$ cat config.mk
export PLATFORM = sky130hd
export DESIGN_NAME = mips_div_arb_flat
export DESIGN_NICKNAME = d
export VERILOG_FILES = /design/src/rtl/mips_div_arb_if.sv /design/src/rtl/mips_div_arb.sv /design/src/flat_wrapper.sv
export SDC_FILE = /design/constraint.sdc
export NUM_CORES = 1
export LEC_CHECK = 0
export BUFFER_PORTS_ARGS = -buffer_cell sky130_fd_sc_hd__buf_2
export CORE_MARGIN = 2
export CORE_UTILIZATION = 33
export CTS_CLUSTER_DIAMETER = 150
export DETAILED_ROUTE_END_ITERATION = 10
export PLACE_DENSITY_LB_ADDON = 0.3
export SLEW_MARGIN = 20
export SYNTH_ARGS = -nofsm -noshare
export SYNTH_HDL_FRONTEND = slang
export SYNTH_SLANG_ARGS = --single-unit
export TNS_END_PERCENT = 30
$ cat constraint.sdc
create_clock -name clk -period 4.8 [get_ports clk]
set_input_delay 0.96 -clock clk [delete_from_list [all_inputs] [get_ports clk]]
set_output_delay 0.96 -clock clk [all_outputs]
set_load 0.02 [all_outputs]
$ cat src/rtl/mips_div_arb_if.sv
// Handshake and divider bus shared by mips_div_arb and its neighbours.
// master: requesters plus divider side; slave: the arbiter.
interface mips_div_arb_if #(
  parameter int OPDATA_WIDTH = 32
);
  logic [1:0]                req_i;
  logic [1:0]                signed_i;
  logic [2*OPDATA_WIDTH-1:0] op1_i;
  logic [2*OPDATA_WIDTH-1:0] op2_i;
  logic [1:0]                flush_i;
  logic [1:0]                ack_o;
  logic                      rsp_valid_o;
  logic                      rsp_id_o;
  logic [2*OPDATA_WIDTH-1:0] rsp_result_o;
  logic                      div_start_o;
  logic                      div_annul_o;
  logic                      div_signed_o;
  logic [OPDATA_WIDTH-1:0]   div_op1_o;
  logic [OPDATA_WIDTH-1:0]   div_op2_o;
  logic [2*OPDATA_WIDTH-1:0] div_result_i;
  logic                      div_valid_i;
  logic                      timeout_o;

  modport master (
    output req_i, signed_i, op1_i, op2_i, flush_i,
    output div_result_i, div_valid_i,
    input  ack_o, rsp_valid_o, rsp_id_o, rsp_result_o,
    input  div_start_o, div_annul_o, div_signed_o,
    input  div_op1_o, div_op2_o, timeout_o
  );

  modport slave (
    input  req_i, signed_i, op1_i, op2_i, flush_i,
    input  div_result_i, div_valid_i,
    output ack_o, rsp_valid_o, rsp_id_o, rsp_result_o,
    output div_start_o, div_annul_o, div_signed_o,
    output div_op1_o, div_op2_o, timeout_o
  );
endinterface

$ cat src/rtl/mips_div_arb.sv
// Two-requester round-robin arbiter in front of one shared divider.
// Define MIPS_DIV_ARB_TIMEOUT_EN to add the BUSY-state watchdog.
module mips_div_arb #(
  parameter int OPDATA_WIDTH = 32,
  parameter int TO_CNT_WIDTH = 7
) (
  input logic           clk,
  input logic           rst,
  mips_div_arb_if.slave bus
);
  localparam int W = OPDATA_WIDTH;

  typedef enum logic [1:0] {
    IDLE,
    BUSY,
    RELEASE,
    ANNUL
  } state_e;

  state_e         state_q, state_d;
  logic           last_q, last_d;
  logic           owner_q, owner_d;
  logic           sgn_q, sgn_d;
  logic [W-1:0]   op1_q, op1_d;
  logic [W-1:0]   op2_q, op2_d;
  logic [2*W-1:0] res_q, res_d;
  logic           rsp_valid_q, rsp_valid_d;
  logic           rsp_id_q, rsp_id_d;
  logic           start_q, start_d;
  logic           annul_q, annul_d;

  logic [1:0]     eff;
  logic [1:0]     grant;
  logic           gnt_id;
  logic           own_flush;
  logic           to_hit;

  // Round-robin pick among live requests; grant only in IDLE.
  always_comb begin
    eff    = bus.req_i & ~bus.flush_i;
    gnt_id = 1'b0;
    case (eff)
      2'b10:   gnt_id = 1'b1;
      2'b11:   gnt_id = ~last_q;
      default: gnt_id = 1'b0;
    endcase
    grant = 2'b00;
    if (state_q == IDLE && eff != 2'b00 && !rst)
      grant[gnt_id] = 1'b1;
  end

  assign own_flush = owner_q ? bus.flush_i[1] : bus.flush_i[0];

  // Next-state and capture logic for the FSM and its registered outputs.
  always_comb begin
    state_d     = state_q;
    last_d      = last_q;
    owner_d     = owner_q;
    sgn_d       = sgn_q;
    op1_d       = op1_q;
    op2_d       = op2_q;
    res_d       = res_q;
    rsp_id_d    = rsp_id_q;
    rsp_valid_d = 1'b0;
    unique case (state_q)
      IDLE: begin
        if (grant != 2'b00) begin
          state_d = BUSY;
          owner_d = gnt_id;
          last_d  = gnt_id;
          sgn_d   = gnt_id ? bus.signed_i[1]
                           : bus.signed_i[0];
          op1_d   = gnt_id ? bus.op1_i[2*W-1:W]
                           : bus.op1_i[W-1:0];
          op2_d   = gnt_id ? bus.op2_i[2*W-1:W]
                           : bus.op2_i[W-1:0];
        end
      end
      BUSY: begin
        if (own_flush) begin
          // A finished result is dropped, but the
          // divider still needs its release cycle.
          state_d = bus.div_valid_i ? RELEASE : ANNUL;
        end else if (bus.div_valid_i) begin
          state_d     = RELEASE;
          res_d       = bus.div_result_i;
          rsp_valid_d = 1'b1;
          rsp_id_d    = owner_q;
        end else if (to_hit) begin
          state_d  = ANNUL;
          rsp_id_d = owner_q;
        end
      end
      RELEASE: state_d = IDLE;
      ANNUL:   state_d = IDLE;
      default: state_d = IDLE;
    endcase
    start_d = (state_d == BUSY);
    annul_d = (state_d == ANNUL);
  end

  // State and output registers.
  always_ff @(posedge clk or posedge rst) begin
    if (rst) begin
      state_q     <= IDLE;
      last_q      <= 1'b1;
      owner_q     <= 1'b0;
      sgn_q       <= 1'b0;
      op1_q       <= '0;
      op2_q       <= '0;
      res_q       <= '0;
      rsp_valid_q <= 1'b0;
      rsp_id_q    <= 1'b0;
      start_q     <= 1'b0;
      annul_q     <= 1'b0;
    end else begin
      state_q     <= state_d;
      last_q      <= last_d;
      owner_q     <= owner_d;
      sgn_q       <= sgn_d;
      op1_q       <= op1_d;
      op2_q       <= op2_d;
      res_q       <= res_d;
      rsp_valid_q <= rsp_valid_d;
      rsp_id_q    <= rsp_id_d;
      start_q     <= start_d;
      annul_q     <= annul_d;
    end
  end

`ifdef MIPS_DIV_ARB_TIMEOUT_EN
  logic [TO_CNT_WIDTH-1:0] cnt_q, cnt_d, cnt_inc;
  logic                    timeout_q, timeout_d;

  // Watchdog: counts BUSY cycles, zero on entry to BUSY.
  always_comb begin
    cnt_inc   = cnt_q + {{(TO_CNT_WIDTH-1){1'b0}}, 1'b1};
    cnt_d     = (state_q == BUSY) ? cnt_inc : '0;
    timeout_d = to_hit & ~own_flush & ~bus.div_valid_i;
  end

  assign to_hit = (state_q == BUSY) && (&cnt_inc);

  // Watchdog registers.
  always_ff @(posedge clk or posedge rst) begin
    if (rst) begin
      cnt_q     <= '0;
      timeout_q <= 1'b0;
    end else begin
      cnt_q     <= cnt_d;
      timeout_q <= timeout_d;
    end
  end

  assign bus.timeout_o = timeout_q;
`else
  assign to_hit        = 1'b0;
  assign bus.timeout_o = (TO_CNT_WIDTH < 0);
`endif

  assign bus.ack_o        = grant;
  assign bus.rsp_valid_o  = rsp_valid_q;
  assign bus.rsp_id_o     = rsp_id_q;
  assign bus.rsp_result_o = res_q;
  assign bus.div_start_o  = start_q;
  assign bus.div_annul_o  = annul_q;
  assign bus.div_signed_o = sgn_q;
  assign bus.div_op1_o    = op1_q;
  assign bus.div_op2_o    = op2_q;
endmodule

$ cat src/flat_wrapper.sv
// flat-port wrapper written by rule: the top's interface ports become plain ports
module mips_div_arb_flat 
#(
  parameter int OPDATA_WIDTH = 32,
  parameter int TO_CNT_WIDTH = 7
)
  (clk, rst, bus_req_i, bus_signed_i, bus_op1_i, bus_op2_i, bus_flush_i, bus_div_result_i, bus_div_valid_i, bus_ack_o, bus_rsp_valid_o, bus_rsp_id_o, bus_rsp_result_o, bus_div_start_o, bus_div_annul_o, bus_div_signed_o, bus_div_op1_o, bus_div_op2_o, bus_timeout_o);
  mips_div_arb_if #(.OPDATA_WIDTH(OPDATA_WIDTH)) bus_i ();
  input logic clk;
  input logic rst;
  input wire logic [$bits(bus_i.req_i)-1:0] bus_req_i;
  input wire logic [$bits(bus_i.signed_i)-1:0] bus_signed_i;
  input wire logic [$bits(bus_i.op1_i)-1:0] bus_op1_i;
  input wire logic [$bits(bus_i.op2_i)-1:0] bus_op2_i;
  input wire logic [$bits(bus_i.flush_i)-1:0] bus_flush_i;
  input wire logic [$bits(bus_i.div_result_i)-1:0] bus_div_result_i;
  input wire logic [$bits(bus_i.div_valid_i)-1:0] bus_div_valid_i;
  output wire logic [$bits(bus_i.ack_o)-1:0] bus_ack_o;
  output wire logic [$bits(bus_i.rsp_valid_o)-1:0] bus_rsp_valid_o;
  output wire logic [$bits(bus_i.rsp_id_o)-1:0] bus_rsp_id_o;
  output wire logic [$bits(bus_i.rsp_result_o)-1:0] bus_rsp_result_o;
  output wire logic [$bits(bus_i.div_start_o)-1:0] bus_div_start_o;
  output wire logic [$bits(bus_i.div_annul_o)-1:0] bus_div_annul_o;
  output wire logic [$bits(bus_i.div_signed_o)-1:0] bus_div_signed_o;
  output wire logic [$bits(bus_i.div_op1_o)-1:0] bus_div_op1_o;
  output wire logic [$bits(bus_i.div_op2_o)-1:0] bus_div_op2_o;
  output wire logic [$bits(bus_i.timeout_o)-1:0] bus_timeout_o;
  assign bus_i.req_i = bus_req_i;
  assign bus_i.signed_i = bus_signed_i;
  assign bus_i.op1_i = bus_op1_i;
  assign bus_i.op2_i = bus_op2_i;
  assign bus_i.flush_i = bus_flush_i;
  assign bus_i.div_result_i = bus_div_result_i;
  assign bus_i.div_valid_i = bus_div_valid_i;
  assign bus_ack_o = bus_i.ack_o;
  assign bus_rsp_valid_o = bus_i.rsp_valid_o;
  assign bus_rsp_id_o = bus_i.rsp_id_o;
  assign bus_rsp_result_o = bus_i.rsp_result_o;
  assign bus_div_start_o = bus_i.div_start_o;
  assign bus_div_annul_o = bus_i.div_annul_o;
  assign bus_div_signed_o = bus_i.div_signed_o;
  assign bus_div_op1_o = bus_i.div_op1_o;
  assign bus_div_op2_o = bus_i.div_op2_o;
  assign bus_timeout_o = bus_i.timeout_o;
  mips_div_arb #(.OPDATA_WIDTH(OPDATA_WIDTH), .TO_CNT_WIDTH(TO_CNT_WIDTH)) u_core (.clk(clk), .rst(rst), .bus(bus_i));
endmodule
==> impl_metrics.env <==
export IMPL_ioPinCount=337
export IMPL_worstHoldPathType="flip-flop to flip-flop"
export IMPL_r2r_end="u_core.bus.div_op1_o[24]$_DFFE_PP0P_"
export IMPL_clock_latency_ps=420
export IMPL_synth_edf_count=0
export IMPL_gp_congestion=0.757
export IMPL_ys_top_cells_by_area="dfrtp_1 (55%), mux2_4 (9.5%), o221ai_1 (9.2%)"
export IMPL_startpoint="rst"
export IMPL_routedWlPerCell_um=17.0
export IMPL_grt_pass1_wl_mm=28.5
export IMPL_async_flop_share=1.00
export IMPL_cts_tree="done"
export IMPL_cp_arrival_ps=2350
export IMPL_cts_setup_buffers=0
export IMPL_yosys_top_cells_count="dfrtp_1 (136), inv_1 (134), nand4_1 (65), o221ai_1 (65), mux2_4 (39)"
export IMPL_port_buffers=335
export IMPL_antenna_found_initial=2
export IMPL_grt_pass1_vias=5148
export IMPL_dp_hpwl_mm=13.1
export IMPL_crit_fanout=18
export IMPL_final_period_utilization=0.690
export IMPL_cts_buffers=17
export IMPL_dp_cells=1063
export IMPL_p_leak_nw=4.62
export IMPL_synth_top_cell_area_share=0.549
export IMPL_r2r_start="u_core.state_q[0]$_DFF_PP0_"
export IMPL_area_delta_synth_final_pct=39.1
export IMPL_synth_cell_types=27
export IMPL_relSlewSlack=0.448
export IMPL_via_count=5239
export IMPL_htree_levels=4
export IMPL_yosysSeqAreaShare=0.554
export IMPL_num_rows=50
export IMPL_clock_fmax_mhz=302
export IMPL_root_buffer="clkbuf_16"
export IMPL_pwr_density_cell_nw_per_um2=617
export IMPL_yosys_cell_count_top_type="dfrtp_1"
export IMPL_fp_dieH_um=141
export IMPL_drt_iter0_drc=264
export IMPL_cts_resized=0
export IMPL_rrSetupSlack_ps=2330
export IMPL_start_util=0.333
export IMPL_max_clock_path_buffers=2
export IMPL_final_cells=1098
export IMPL_status="finished, final reports clean"
export IMPL_syn_nets=729
export IMPL_synth_largest_area_cell="dfrtp_1"
export IMPL_die_area_um2=19900
export IMPL_critPathLaunchType="input pin"
export IMPL_drc=0
export IMPL_cp_end_kind="output pin"
export IMPL_finalSetupViolations=0
export IMPL_rsz0062_at_grt="no"
export IMPL_reg2regPathDepth=4
export IMPL_ctsHoldBuffers=0
export IMPL_path_class="input pin to output pin"
export IMPL_syn_cell_area_um2=6200
export IMPL_ys_ff_latch=137
export IMPL_crit_path_end="bus_ack_o[0]"
export IMPL_avgSynthCellArea_um2=11.7
export IMPL_drive_above_1_share=0.519
export IMPL_min_period_ps=3310
export IMPL_ys_flop_type="dfrtp_1"
export IMPL_overflow=0
export IMPL_finalHoldViolCount=0
export IMPL_critPathRequiredTime_ps=3840
export IMPL_syn_inst=528
export IMPL_fin_tns_setup_ps=0
export IMPL_worstHoldStart="u_core.bus.rsp_result_o[41]$_DFFE_PP0P_"
export IMPL_slew_violations=0
export IMPL_die_w_um=141
export IMPL_grt_max_degree=110
export IMPL_place_area_um2=7990
export IMPL_peakVddDrop_mv=0.250
export IMPL_final_util=0.464
export IMPL_core_area_um2=18600
export IMPL_final_setup_skew_ps=11.6
export IMPL_via_per_inst=4.77
export IMPL_grt_total_usage=0.184
export IMPL_fin_nets=1049
export IMPL_maxCapViolations=0
export IMPL_wirelength_mm=18.7
export IMPL_firstDrtPassIters=4
export IMPL_clk_pin_slew_ps=70
export IMPL_ys_warn_count=0
export IMPL_worstMarginPinSlew_ps=825
export IMPL_ant_nets=0
export IMPL_cts_sinks=137
export IMPL_final_area_um2=8620
export IMPL_hold_worst_slack_ps=502
## cells in the final DEF, fill, tap and decap left out, drive strengths merged
cell type,n
buf,344
inv,139
dfrtp,136
nand4,65
o221ai,65
mux2,65
clkbuf,18
diode,3
clkinvlp,3
clkinv,3
bufinv,3
nand2b,2
a21oi,2
a21o,2
nor2b,2
nor3,1
o311ai,1
o21a,1
nand3b,1
mux2i,1
and4b,1
and3,1
o21ai,1
nand2,1
nor2,1
conb,1
dfstp,1
## worst max-delay path: stages
cell      delay, ps
buf_2           150
nor3_4          640
o311ai_4        230
inv_1           170
buf_2           190
## state kept, by name (all words and copies together) (netlist names)
signal and flops:
u_core.bus.rsp_id_o 1, u_core.bus.div_annul_o 1, u_core.last_q 1, u_core.owner_q 1
u_core.bus.div_signed_o 1, u_core.bus.div_op2_o 32, u_core.bus.div_start_o 1, u_core.bus.rsp_valid_o 1
u_core.bus.rsp_result_o 64, u_core.bus.div_op1_o 32, u_core.state_q 2
## final cells by class
cell class / instances / area (um2)
fillers: 1809 / 9960
flip-flops and latches: 137 / 3430
multi-input cells: 214 / 2020
repair buffers: 344 / 1740
inverters: 134 / 510
clock buffers: 18 / 429
well taps: 234 / 293
clock inverters: 14 / 188
diodes: 3 / 7.51
## cell families after synthesis
kind of cell,count (synthesis),share of synthesized area
mux,66,0.143
simple gates,75,0.0779
compound gates,72,0.0994
other cells,1,0.000605
buf+inv,177,0.125
flops,137,0.554
## how the worst min path moves through the flow
stage,endpoint,slack (ps),cells past startpoint
after floorplan,u_core.owner_q$_DFFE_PP0P_,490,1
after global placement,u_core.bus.rsp_result_o[60]$_DFFE_PP0P_,490,1
after detailed placement,u_core.bus.rsp_result_o[24]$_DFFE_PP0P_,490,1
after CTS,u_core.bus.rsp_result_o[60]$_DFFE_PP0P_,500,1
after global routing,u_core.bus.rsp_result_o[35]$_DFFE_PP0P_,510,1
final,u_core.bus.rsp_result_o[41]$_DFFE_PP0P_,500,1
## per-stage QoR
step           worst slack, ps  power, mW
6_report                  1490       5.32
5_1_grt                   1390       5.61
4_1_cts                   1480       5.39
3_5_place_dp              1490       3.98
3_3_place_gp              1520       3.95
2_1_floorplan              174       3.21
## per-layer routing
metal / GRT usage / share of wire / up-vias
met5: 0 / 0 / -
met4: 0.0674 / 0.020 / 0
met3: 0.0499 / 0.063 / 21
met2: 0.294 / 0.48 / 202
met1: 0.241 / 0.44 / 2529
li1: - / - / 2487
## report_power, final
group | leakage (nW) | switching, mW | internal (mW) | total, mW
registers | 1.68 | 0.265 | 1.65 | 1.91
logic | 2.65 | 1.19 | 0.836 | 2.03
clock network | 0.292 | 0.543 | 0.831 | 1.37
total | 4.62 | 2.00 | 3.32 | 5.32
Note: power is estimated with default switching activity, not from simulation.
